`config.mk`:
```
export PLATFORM = sky130hd
export DESIGN_NAME = parity_req_arbiter_flat
export DESIGN_NICKNAME = d
export VERILOG_FILES = /design/src/rtl/parity_pkg.sv /design/src/rtl/parity_req_arbiter_if.sv /design/src/rtl/parity_core.sv /design/src/rtl/parity_req_arbiter.sv /design/src/flat_wrapper.sv
export SDC_FILE = /design/constraint.sdc
export NUM_CORES = 1
export LEC_CHECK = 0
export BUFFER_PORTS_ARGS = -buffer_cell sky130_fd_sc_hd__buf_2
export CELL_PAD_IN_SITES_DETAIL_PLACEMENT = 0
export CELL_PAD_IN_SITES_GLOBAL_PLACEMENT = 1
export CORE_AREA = 2 2 77 79
export CTS_BUF_LIST = sky130_fd_sc_hd__clkbuf_8
export DETAILED_ROUTE_END_ITERATION = 16
export DIE_AREA = 0 0 79 81
export GPL_TIMING_DRIVEN = 0
export PLACE_DENSITY = 0.87
export SYNTH_ARGS = -nofsm -noshare
export SYNTH_HDL_FRONTEND = slang
export SYNTH_HIERARCHICAL = 1
export SYNTH_SLANG_ARGS = --single-unit
```
`constraint.sdc`:
```
create_clock -name clk -period 4.3 [get_ports clk]
set_input_delay 0.43 -clock clk [delete_from_list [all_inputs] [get_ports clk]]
set_output_delay 0.43 -clock clk [all_outputs]
set_load 0.05 [all_outputs]
```
`src/rtl/parity_pkg.sv`:
```
// rtl/parity_pkg.sv - shared types, state encoding and round-robin pick for the parity arbiter
package parity_pkg;

  localparam logic MODE_GEN = 1'b0;
  localparam logic MODE_CHK = 1'b1;

  localparam logic [1:0] ST_IDLE = 2'd0;
  localparam logic [1:0] ST_CALC = 2'd1;
  localparam logic [1:0] ST_RESP = 2'd2;

  typedef enum logic [1:0] {
    S_IDLE = ST_IDLE,
    S_CALC = ST_CALC,
    S_RESP = ST_RESP
  } state_e;

  // First asserted requester at or after ptr, wrapping at n (n <= 8).
  function automatic logic [2:0] rr_pick(input logic [7:0] valid, input logic [2:0] ptr,
                                         input int unsigned n);
    logic [2:0]  g;
    logic        found;
    int unsigned idx;
    g     = '0;
    found = 1'b0;
    for (int unsigned i = 0; i < 8; i++) begin
      idx = (32'(ptr) + i) % n;
      if (!found && (i < n) && valid[idx[2:0]]) begin
        g     = idx[2:0];
        found = 1'b1;
      end
    end
    return g;
  endfunction

endpackage

```
`src/rtl/parity_req_arbiter_if.sv`:
```
// rtl/parity_req_arbiter_if.sv - request/response bundle between clients and the parity arbiter
interface parity_req_arbiter_if #(
  parameter int N_REQ = 4,
  parameter int DW    = 16,
  parameter int IDW   = 2
);
  logic [N_REQ-1:0]    req_valid;
  logic [N_REQ-1:0]    req_ready;
  logic [N_REQ*DW-1:0] req_data;
  logic [N_REQ-1:0]    req_mode;
  logic [N_REQ-1:0]    req_odd;
  logic [N_REQ-1:0]    req_pbit;
  logic                rsp_valid;
  logic                rsp_ready;
  logic [IDW-1:0]      rsp_id;
  logic                rsp_parity;
  logic                rsp_err;

  modport master (
    output req_valid, req_data, req_mode, req_odd, req_pbit, rsp_ready,
    input  req_ready, rsp_valid, rsp_id, rsp_parity, rsp_err
  );

  modport slave (
    input  req_valid, req_data, req_mode, req_odd, req_pbit, rsp_ready,
    output req_ready, rsp_valid, rsp_id, rsp_parity, rsp_err
  );
endinterface

```
`src/rtl/parity_core.sv`:
```
// rtl/parity_core.sv - combinational parity of one data word with selectable even/odd sense
module parity_core #(
  parameter int DW = 16
) (
  input  logic [DW-1:0] in,
  input  logic          odd,
  output logic          parity
);
  assign parity = (^in) ^ odd;
endmodule

```
`src/rtl/parity_req_arbiter.sv`:
```
// rtl/parity_req_arbiter.sv - round-robin arbiter sharing one parity core; PARITY_ERR_CNT_EN adds err_cnt
module parity_req_arbiter
  import parity_pkg::*;
#(
  parameter int N_REQ = 4,
  parameter int DW    = 16,
  parameter int IDW   = 2
) (
  input  logic                 clk,
  input  logic                 rst_n,
  parity_req_arbiter_if.slave  bus,
  output logic                 busy
`ifdef PARITY_ERR_CNT_EN
  ,
  input  logic                 err_cnt_clr,
  output logic [7:0]           err_cnt
`endif
);

  localparam logic [2:0] LAST = 3'(N_REQ - 1);

  state_e         state_q, state_d;
  logic [2:0]     rr_ptr_q, rr_ptr_d;
  logic [DW-1:0]  data_q, data_d;
  logic           mode_q, mode_d;
  logic           odd_q, odd_d;
  logic           pbit_q, pbit_d;
  logic [IDW-1:0] rsp_id_q, rsp_id_d;
  logic           rsp_parity_q, rsp_parity_d;
  logic           rsp_err_q, rsp_err_d;

  logic [2:0]       grant;
  logic             any_valid;
  logic [N_REQ-1:0] req_ready;
  logic [DW-1:0]    sel_data;
  logic             sel_mode, sel_odd, sel_pbit;
  logic             parity;

  assign any_valid = |bus.req_valid;
  assign grant     = rr_pick(8'(bus.req_valid), rr_ptr_q, N_REQ);

  always_comb begin
    sel_data = '0;
    sel_mode = 1'b0;
    sel_odd  = 1'b0;
    sel_pbit = 1'b0;
    for (int i = 0; i < N_REQ; i++) begin
      if (grant == 3'(i)) begin
        sel_data = bus.req_data[i*DW +: DW];
        sel_mode = bus.req_mode[i];
        sel_odd  = bus.req_odd[i];
        sel_pbit = bus.req_pbit[i];
      end
    end
  end

  parity_core #(.DW(DW)) u_core (
    .in     (data_q),
    .odd    (odd_q),
    .parity (parity)
  );

  always_comb begin
    state_d      = state_q;
    rr_ptr_d     = rr_ptr_q;
    data_d       = data_q;
    mode_d       = mode_q;
    odd_d        = odd_q;
    pbit_d       = pbit_q;
    rsp_id_d     = rsp_id_q;
    rsp_parity_d = rsp_parity_q;
    rsp_err_d    = rsp_err_q;
    req_ready    = '0;
    case (state_q)
      S_IDLE: begin
        // Grant is suppressed during reset so no client sees a handshake that gets dropped.
        if (any_valid && rst_n) begin
          req_ready = N_REQ'(1) << grant;
          data_d    = sel_data;
          mode_d    = sel_mode;
          odd_d     = sel_odd;
          pbit_d    = sel_pbit;
          rsp_id_d  = IDW'(grant);
          rr_ptr_d  = (grant == LAST) ? 3'd0 : grant + 3'd1;
          state_d   = S_CALC;
        end
      end
      S_CALC: begin
        rsp_parity_d = parity;
        rsp_err_d    = (mode_q == MODE_CHK) && (parity != pbit_q);
        state_d      = S_RESP;
      end
      S_RESP: begin
        if (bus.rsp_ready) state_d = S_IDLE;
      end
      default: state_d = S_IDLE;
    endcase
  end

  always_ff @(posedge clk) begin
    if (!rst_n) begin
      state_q      <= S_IDLE;
      rr_ptr_q     <= '0;
      data_q       <= '0;
      mode_q       <= 1'b0;
      odd_q        <= 1'b0;
      pbit_q       <= 1'b0;
      rsp_id_q     <= '0;
      rsp_parity_q <= 1'b0;
      rsp_err_q    <= 1'b0;
    end else begin
      state_q      <= state_d;
      rr_ptr_q     <= rr_ptr_d;
      data_q       <= data_d;
      mode_q       <= mode_d;
      odd_q        <= odd_d;
      pbit_q       <= pbit_d;
      rsp_id_q     <= rsp_id_d;
      rsp_parity_q <= rsp_parity_d;
      rsp_err_q    <= rsp_err_d;
    end
  end

  assign bus.req_ready  = req_ready;
  assign bus.rsp_valid  = (state_q == S_RESP);
  assign bus.rsp_id     = rsp_id_q;
  assign bus.rsp_parity = rsp_parity_q;
  assign bus.rsp_err    = rsp_err_q;
  assign busy           = (state_q != S_IDLE);

`ifdef PARITY_ERR_CNT_EN
  logic [7:0] err_cnt_q, err_cnt_d;

  always_comb begin
    err_cnt_d = err_cnt_q;
    if (err_cnt_clr) begin
      err_cnt_d = '0;
    end else if ((state_q == S_RESP) && bus.rsp_ready && rsp_err_q && (err_cnt_q != 8'hFF)) begin
      err_cnt_d = err_cnt_q + 8'd1;
    end
  end

  always_ff @(posedge clk) begin
    if (!rst_n) err_cnt_q <= '0;
    else        err_cnt_q <= err_cnt_d;
  end

  assign err_cnt = err_cnt_q;
`endif

endmodule
```
`src/flat_wrapper.sv`:
```
// flat-port wrapper written by rule: the top's interface ports become plain ports
module parity_req_arbiter_flat import parity_pkg::*;
#(
  parameter int N_REQ = 4,
  parameter int DW    = 16,
  parameter int IDW   = 2
)
  (clk, rst_n, busy, bus_req_valid, bus_req_data, bus_req_mode, bus_req_odd, bus_req_pbit, bus_rsp_ready, bus_req_ready, bus_rsp_valid, bus_rsp_id, bus_rsp_parity, bus_rsp_err);
  parity_req_arbiter_if #(.N_REQ(N_REQ), .DW(DW), .IDW(IDW)) bus_i ();
  input  logic clk;
  input  logic rst_n;
  output logic busy;
  input wire logic [$bits(bus_i.req_valid)-1:0] bus_req_valid;
  input wire logic [$bits(bus_i.req_data)-1:0] bus_req_data;
  input wire logic [$bits(bus_i.req_mode)-1:0] bus_req_mode;
  input wire logic [$bits(bus_i.req_odd)-1:0] bus_req_odd;
  input wire logic [$bits(bus_i.req_pbit)-1:0] bus_req_pbit;
  input wire logic [$bits(bus_i.rsp_ready)-1:0] bus_rsp_ready;
  output wire logic [$bits(bus_i.req_ready)-1:0] bus_req_ready;
  output wire logic [$bits(bus_i.rsp_valid)-1:0] bus_rsp_valid;
  output wire logic [$bits(bus_i.rsp_id)-1:0] bus_rsp_id;
  output wire logic [$bits(bus_i.rsp_parity)-1:0] bus_rsp_parity;
  output wire logic [$bits(bus_i.rsp_err)-1:0] bus_rsp_err;
  assign bus_i.req_valid = bus_req_valid;
  assign bus_i.req_data = bus_req_data;
  assign bus_i.req_mode = bus_req_mode;
  assign bus_i.req_odd = bus_req_odd;
  assign bus_i.req_pbit = bus_req_pbit;
  assign bus_i.rsp_ready = bus_rsp_ready;
  assign bus_req_ready = bus_i.req_ready;
  assign bus_rsp_valid = bus_i.rsp_valid;
  assign bus_rsp_id = bus_i.rsp_id;
  assign bus_rsp_parity = bus_i.rsp_parity;
  assign bus_rsp_err = bus_i.rsp_err;
  parity_req_arbiter #(.N_REQ(N_REQ), .DW(DW), .IDW(IDW)) u_core (.clk(clk), .rst_n(rst_n), .bus(bus_i), .busy(busy));
endmodule
```
==> summary by stage, run 1 <==
Setup path
The data arrival time of the critical path is 2.60 ns. The required arrival time at the worst endpoint is 3.87 ns. The capturing point of the worst reg2reg path is u_core/data_q[8]$_SDFFE_PN0P_. The reg-to-reg setup timing slack is 1.95 ns. The type of element capturing the critical path is an output pin. The critical path goes through and2b_1 > nor3_1 > o22ai_1 > inv_1 > ha_1 > clkbuf_1 > clkbuf_8 > and3_1 > buf_2. The number of cells traversed by the worst register-to-register path is 11. The cell type of the slowest stage on the worst timing path is clkbuf_1. The stage delay of the slowest cell on the critical path is around 0.38 ns. The worst reg2reg path startpoint is u_core/rr_ptr_q[0]$_SDFFE_PN0P_. The critical path is of the reg2out type.

The maximum fanout encountered on the critical timing path is 10. The sort of element at the start of the critical path is a flop.

Pwr
Sequential cells account for 29.4% of the total power. In this run, the clock network consumes 12.4% of the power. VDD sags by at most between 0.0002 and 0.00025 V. Internal power comes to ~0.00065 W. The net switching fraction of the power is 41.8%.

The fraction of power consumed by combinational cells is between 50% and 60%. The power spent charging and discharging nets is 0.000470 W. The power density over the cells is 448 nW/um2.

The total power is 0.00113 W. Summed over all cells, the static leakage comes to around 1.2 nW.

Clocking
The total clock sinks is 27. No sink is reached through more buffers than the 2 on the longest clock path. Clock latency on the worst-skew pair, taken at its later pin, is around 0.27 ns.

For this design, the CTS-stage hold fixing added 0 buffers. The count of instances resized after the clock tree is built is 0. The CTS tree is done. Post-CTS timing repair inserted 0 buffers for setup. In this run, CTS created clock tree buffers numbering 3.

The clock transition at the registers of the reported paths is 0.09 ns. In this run the number of H-tree levels came out at 1. The CTS root buffer is clkbuf_8.

Run
The count of maximum capacitance violations is 0.

Synthesis
After Yosys synthesis, XOR and XNOR cells account for 8.06% of the synthesized area. The leading area contributor after synthesis is dfxtp_1. The number of synthesized register bits is 27.

By area, the combinational part of the netlist is dominated by compound AO/OA/AOI/OAI gates. Yosys printed 6 warnings. After synthesis, the largest area contributor takes up 28.3% of total cell area.

The cell area after synthesis is 1910 um2. When the netlist entered floorplanning its net count stood at 348. The multiplexer share of the synthesized area is 0.524%. The area fraction in compound gates after synthesis is between 30% and 40%. After synthesis, the cell types taking the most area are dfxtp_1, a21oi_1, o21ai_0. The adder and majority cell fraction of the synthesized area is 2.62%.

Synthesis instantiated 34 different standard cells from the library. The synthesized-area fraction occupied by and/or/nand/nor cells is 12.3%. The part of the Yosys area used for sequential elements is 28.3%. The number of instances in the synthesized netlist is 261.

The average cell area after synthesis is around 7.3 um2.

Global routing
The wire length of the first global-routing pass is 8.64 mm. The total routing usage reported by global routing is about 17%. The via count of the first global-routing pass is 2030. The residual overflow from global routing is 0. The initial antenna violation count came to 0. Entering global routing, the biggest net connects 16 pins.

Timing
The number of pins with negative max-slew slack in the final report was 0. The number of setup violations in the final report is 0. The number of failing hold endpoints at the final stage is 0. The least setup slack across all paths after layout is 1.27 ns. The pin slew with the least headroom to its limit is 0.479 ns. The final clock skew is approximately 0.0053 ns. Setup repair after global routing left no endpoint under its margin. The fmax is 330 MHz. The worst slew margin relative to its limit is 68.1%. The sum of negative setup slack is 0 ns. The final critical-path required period is 3.03 ns.

The final period utilization is 70.5%.

Drt
The routed wire length is 5.53 mm. The vias per cell is ~5. The mean routed wirelength per cell is 12.8 um.

The number of design rule violations left after detail routing is 0. The pre-antenna-repair detailed-routing pass consisted of 4 iterations. The detailed router finished its first iteration with 137 violations.

In this run the remaining antenna-violating nets after routing total 0. Detailed routing inserted a total of 2099 vias.

Die
The die area is approximately 6400 um2. The floorplan step set the die height to slightly above 80 um. The number of top-level pins is 93. The placement row count is 28. The core region is roughly 5700 um2.

The initial utilization of the core area, before any placement, comes to approximately a third. Measured along the x axis, the die boundary spans between 70 and 80 um.

Cells and area
For this run, the post-layout net count is 445. Cells with a size suffix above 1 make up 31.9% of the layout. 0 antenna diodes ended up in the layout.

The library cell used most frequently in the layout, excluding fill and tap cells, is buf_2. Fill cells in the final layout number 627. The library cells used most frequently in the layout, excluding fill and tap cells, are buf_2, a21oi_1, o21ai_0. Compared with the post-synthesis result, the final layout area differs by 31.4%.

Placement
The HPWL after detailed placement is 4.40 mm. The number of buffers added on ports is between 90 and 100. The worst slack at placement is 1.36 ns. Routability-driven placement finished with a final weighted congestion of 0.804.

Min path
The worst min-delay path endpoint is u_core/state_q[0]$_SDFFE_PN0P_. The startpoint identified for the worst hold timing path is rst_n. The path class of the tightest hold or removal check is in2reg.

The depth of the worst hold-timing path is 3.

Status
The flow ran to the end, and the final reports show no timing, DRC or antenna violations.
final cells by class:
class | instances | area (um2) | area share, %
Tap cell | 75 | 93.8 | 3.74
Sequential cell | 27 | 541 | 21.5
Timing Repair Buffer | 92 | 460 | 18.3
Clock buffer | 3 | 41.3 | 1.64
Inverter | 22 | 82.6 | 3.29
Buffer | 22 | 138 | 5.48
Multi-Input combinational cell | 190 | 1150 | 45.8
Clock inverter | 1 | 5.00 | 0.199
sequential cells by signal, summed over array words and instances (netlist names):
register	cells
u_core/state_q	2
u_core/mode_q	1
u_core/data_q	16
u_core/pbit_q	1
u_core/bus.rsp_err	1
u_core/bus.rsp_id	2
u_core/odd_q	1
u_core/bus.rsp_parity	1
u_core/rr_ptr_q	2
worst max-delay path: cells and delay by family, from the launching register on:
family / cells / cell delay [ns]
AOI/OAI and AO/OA: 1 / 0.18
and+or+nand+nor: 3 / 0.55
adders and majority gates: 1 / 0.20
buffers and inverters: 4 / 1.05
DFF: 1 / 0.36
cell families (layout without fill, tap and decap cells):
| family | count (synthesis) | in the layout |
|---|---|---|
| buffers and inverters | 44 | 140 |
| muxes | 1 | 1 |
| AOI/OAI and AO/OA | 124 | 124 |
| xor gates and xnor gates | 16 | 16 |
| DFF | 27 | 27 |
| adders and majority gates | 4 | 4 |
| and+or+nand+nor | 45 | 45 |
cell usage after synthesis:
| master | n |
|---|---|
| clkbuf_1 | 10 |
| and3_1 | 4 |
| nor3b_1 | 1 |
| a21oi_2 | 2 |
| nand3_1 | 1 |
| buf_6 | 1 |
| o21ai_0 | 38 |
| nor3_1 | 1 |
| xor2_1 | 2 |
| inv_1 | 22 |
| nand2_1 | 25 |
| clkbuf_2 | 1 |
| o21a_1 | 1 |
| clkbuf_8 | 3 |
| nor4_4 | 1 |
| dfxtp_1 | 27 |
| xnor3_1 | 1 |
| and2b_1 | 2 |
| ha_1 | 4 |
| a21boi_0 | 3 |
| nand2b_1 | 1 |
| o22ai_1 | 3 |
| nor2b_1 | 6 |
| buf_4 | 3 |
| o32ai_2 | 1 |
| mux2i_1 | 1 |
| a22oi_1 | 19 |
| buf_2 | 4 |
| a21oi_1 | 56 |
| or2_4 | 1 |
| nor2_1 | 1 |
| nor2_2 | 1 |
| xnor2_1 | 13 |
| o21ai_1 | 1 |
metrics by stage:
stage                     instance area, um2  hold slack [ns]  std cells  util (%)
after global routing                    2510            0.446        432      44.2
after CTS                               2510            0.436        432      44.2
after detailed placement                2460            0.466        428      43.4
after global placement                  2460            0.454        428      43.4
after floorplan                         1910            0.451        261         -
final                                   2510            0.436        432      44.2
per-layer routing:
layer	wire length, um	vias up	GRT usage (%)	share of wire (%)
met3	327	4	3.67	5.9
li1	-	1101	-	-
met1	2410	933	20.1	44
met2	2760	61	31.5	50
met4	29	0	1.55	0.52
met5	0	-	0	0
power by group through the flow:
stage	combinational (W)	sequential, W	clock [W]
after floorplan	0.000478	0.000352	0
after global placement	0.000646	0.000335	0
after detailed placement	0.000655	0.000337	0
after CTS	0.000659	0.000331	0.000144
after global routing	0.000720	0.000338	0.000155
final	0.000655	0.000331	0.000139
worst max-delay path by stage:
stage	cells after the start	end	slack (ns)	startpoint
6_report	9	bus_req_ready[3]	1.27	u_core/rr_ptr_q[0]$_SDFFE_PN0P_
4_1_cts	9	bus_req_ready[3]	1.25	u_core/rr_ptr_q[0]$_SDFFE_PN0P_
2_1_floorplan	8	bus_req_ready[3]	1.73	bus_req_valid[2]
3_5_place_dp	10	bus_req_ready[3]	1.36	bus_req_valid[0]
5_1_grt	9	bus_req_ready[3]	1.09	u_core/rr_ptr_q[0]$_SDFFE_PN0P_
3_3_place_gp	10	bus_req_ready[3]	1.41	bus_req_valid[2]
No activity file was read; power rests on OpenSTA's default activity.
==> run 2: changes to the inputs <==
- CORE_AREA: 2 2 77 79 -> 2 2 85 87
- DIE_AREA: 0 0 79 81 -> 0 0 87 89
- PLACE_DENSITY: 0.87 -> 0.76
- clock period: 4.3 -> 2.7 ns (I/O delays scaled with it)
==> summary by stage, run 2 (same netlist as run 1, synthesis figures left out) <==
Pwr
The internal power summed over all cells is 0.00105 W (+60%). The fraction of power consumed by combinational cells is 58.6% (+0.4 points). The power density over the cells is 717 nW/um2 (+60%).

The fraction of power consumed by sequential logic was 29.1% (-0.3 points). The part of the total power dissipated in the clock network is 12.3% (about the same). The worst IR drop on VDD is 0.000235 V (+12%).

The net switching fraction of the power is 42.2% (+0.39 points). The leakage power summed over all cells is 1.22 nW (+0.79%). The power spent charging and discharging nets is 0.000766 W (+63%).

Setup path
The stage delay of the slowest cell on the critical path is 0.38 ns (about the same). The required arrival time at the worst endpoint was 2.43 ns (-1.44 ns). The number of buffers and inverters on the critical path is 4 (unchanged). In this design, the largest share of critical-path delay is due to buffers and inverters. Walking the worst path, the cells encountered are and2b_1 > o32ai_2 > inv_1 > ha_1 > buf_2 > buf_2 > and3_1 > buf_2.

The most numerous cell on the critical path is buf_2. The maximum fanout encountered on the critical timing path is 10 (unchanged). The data arrival time of the critical path is 2.37 ns (-0.23 ns). STA classifies the critical path endpoint as an output pin.

The worst setup path is launched from a flop. The cell type of the slowest stage on the worst timing path is o32ai_2. The setup path with the least slack is of type reg2out.

Clocking
The clock transition at the registers of the reported paths is 0.09 ns (about the same). The CTS tree is done. The post-cts hold buffer count is 0 (unchanged). The post-CTS setup buffer count is 0 (unchanged).

The clock tree buffer depth was 2 (unchanged). The clock buffer count from CTS is 3 (unchanged). The count of instances resized after the clock tree is built came to 1 (+1). The source-to-sink clock delay at the later pin of the worst-skew pair is 0.27 ns (about the same). The CTS root buffer is clkbuf_8.

The total clock sinks is 27 (unchanged). The H-tree depth is 1 (unchanged).

Placement
The half-perimeter wire length after placement is 4.66 mm (+5.8%). The number of buffers added on ports is 92 (unchanged). The final estimated routing congestion in global placement is 0.769 (-4.3%).

Timing
The pin slew with the least headroom to its limit is 0.482 ns (+0.00309 ns). The final clock skew is 0.00114 ns (-0.00418 ns). The final critical-path required period is about 2.6 ns. Setup repair after global routing could not meet its margin everywhere. The worst slew margin relative to its limit is 67.9% (-0.21 points). After layout, the worst path uses 97.8% of the clock period. The number of setup violations in the final report came to 0 (unchanged). The sum of negative setup slack came to 0 ns (unchanged). The number of failing hold endpoints at the final stage was 0 (unchanged). The number of pins with negative max-slew slack in the final report came to 0 (unchanged). For this run, the top clock speed supported by timing is 379 MHz.

Cells and area
The library cell used most frequently in the layout, excluding fill and tap cells, is buf_2. The register name with the most flops is u_core/data_q. The share of layout cells above drive strength 1 came to 32.9% (+0.93 points). The number of flip-flops in the largest register came to 16 (unchanged).

The number of inserted filler cells in the final layout is 723 (+15%). The layout net count came to 444 (-0.22%). The end-of-flow core utilization is 37.7% (-6.5 points).

The area growth from synthesis to layout is 32.6%. The final antenna diode count came to 0 (unchanged). Leaving out fill and tap cells, the most frequent cells in the layout are buf_2, a21oi_1, o21ai_0.

Die
The number of top-level pins was 93 (unchanged). The die outline width was 87 um (+10%). The placement row count is 30 (+7.1%). The effective utilization at floorplan is 28.4% (-5.2 points).

The die area was 7740 um2 (+21%). The die extent in y came to 89 um (+9.9%). The core outline area is 6720 um2 (+18%).

Status
The run finished with clean final reports.

Global routing
The wire length of the first global-routing pass is 9.20 mm (+6.5%). The via count of the first global-routing pass is 2029 (-0.049%). The maximum number of pins on one net before global-route repair came to 15 (-1). The residual overflow from global routing was 0 (unchanged). The initial antenna violation count is 0 (unchanged). The total routing usage reported by global routing is 15.0% (-1.7 points).

Drt
The number of design-rule violations left by the first detailed-router iteration came to 73 (-47%). The vias per cell is 4.79 (-1.3%). The number of design rule violations left after detail routing is 0 (unchanged). The count of TritonRoute iterations in the first routing pass was 4 (unchanged). The mean routed wirelength per cell was 13.4 um (+4.7%). The routed wire length is 5.85 mm (+5.7%). The number of vias after detailed routing is 2090 (-0.43%). The number of antenna-violating nets in the routed design is 0 (unchanged).

Min path
The type of the tightest min-delay check is in2reg.

Run
The count of maximum capacitance violations is 0 (unchanged).
==> run 2: path summary, 6_finish.rpt <==
kind	slack [ns]	cells past startpoint	start	endpoint
min	0.28	3	rst_n	u_core/state_q[0]$_SDFFE_PN0P_
max reg2reg	0.35	11	u_core/rr_ptr_q[0]$_SDFFE_PN0P_	u_core/data_q[7]$_SDFFE_PN0P_
min reg2reg	0.46	2	u_core/bus.rsp_err$_SDFFE_PN0N_	u_core/bus.rsp_err$_SDFFE_PN0N_
max	0.06	8	u_core/rr_ptr_q[0]$_SDFFE_PN0P_	bus_req_ready[2]
==> run 2: power by group through the flow <==
stage / Sequential, W / Clock [W] / Combinational (W)
after floorplan: 0.000560 / 0 / 0.000762
after global placement: 0.000535 / 0 / 0.00104
after detailed placement: 0.000537 / 0 / 0.00105
after CTS: 0.000528 / 0.000233 / 0.00106
after global routing: 0.000538 / 0.000251 / 0.00118
final: 0.000528 / 0.000224 / 0.00107
==> run 2: layout make-up <==
type                       count  area, um2  area share (%)
multi-input combinational    190       1170            46.1
sequential                    27        541            21.3
timing repair buffer          92        460            18.2
buffer                        21        136            5.38
tap                           80        100            3.95
inverter                      22       82.6            3.26
clock buffer                   3       41.3            1.63
clock inverter                 1       3.75           0.148
==> run 2: metal layers <==
| layer | global-route usage (%) | wire length [um] | vias to the layer above |
|---|---|---|---|
| met5 | 0 | 0 | - |
| met4 | 2.98 | 65 | 0 |
| met3 | 3.05 | 302 | 8 |
| met2 | 27.8 | 2880 | 67 |
| met1 | 18.0 | 2600 | 922 |
| li1 | - | - | 1093 |
==> run 2: per-stage QoR <==
stage	hold slack, ns	total power [W]	setup slack (ns)	cells	cell area [um2]
6_report	0.277	0.00182	0.0592	436	2530
3_3_place_gp	0.454	0.00158	0.0972	433	2470
4_1_cts	0.281	0.00182	0.0311	436	2510
2_1_floorplan	0.399	0.00132	0.385	261	1910
3_5_place_dp	0.456	0.00159	0.0654	433	2470
5_1_grt	0.284	0.00197	-0.0755	436	2530
==> run 2: worst min-delay path: stages <==
cell and delay [ns]:
buf_2 0.11, nand2_1 0.09, inv_1 0.05
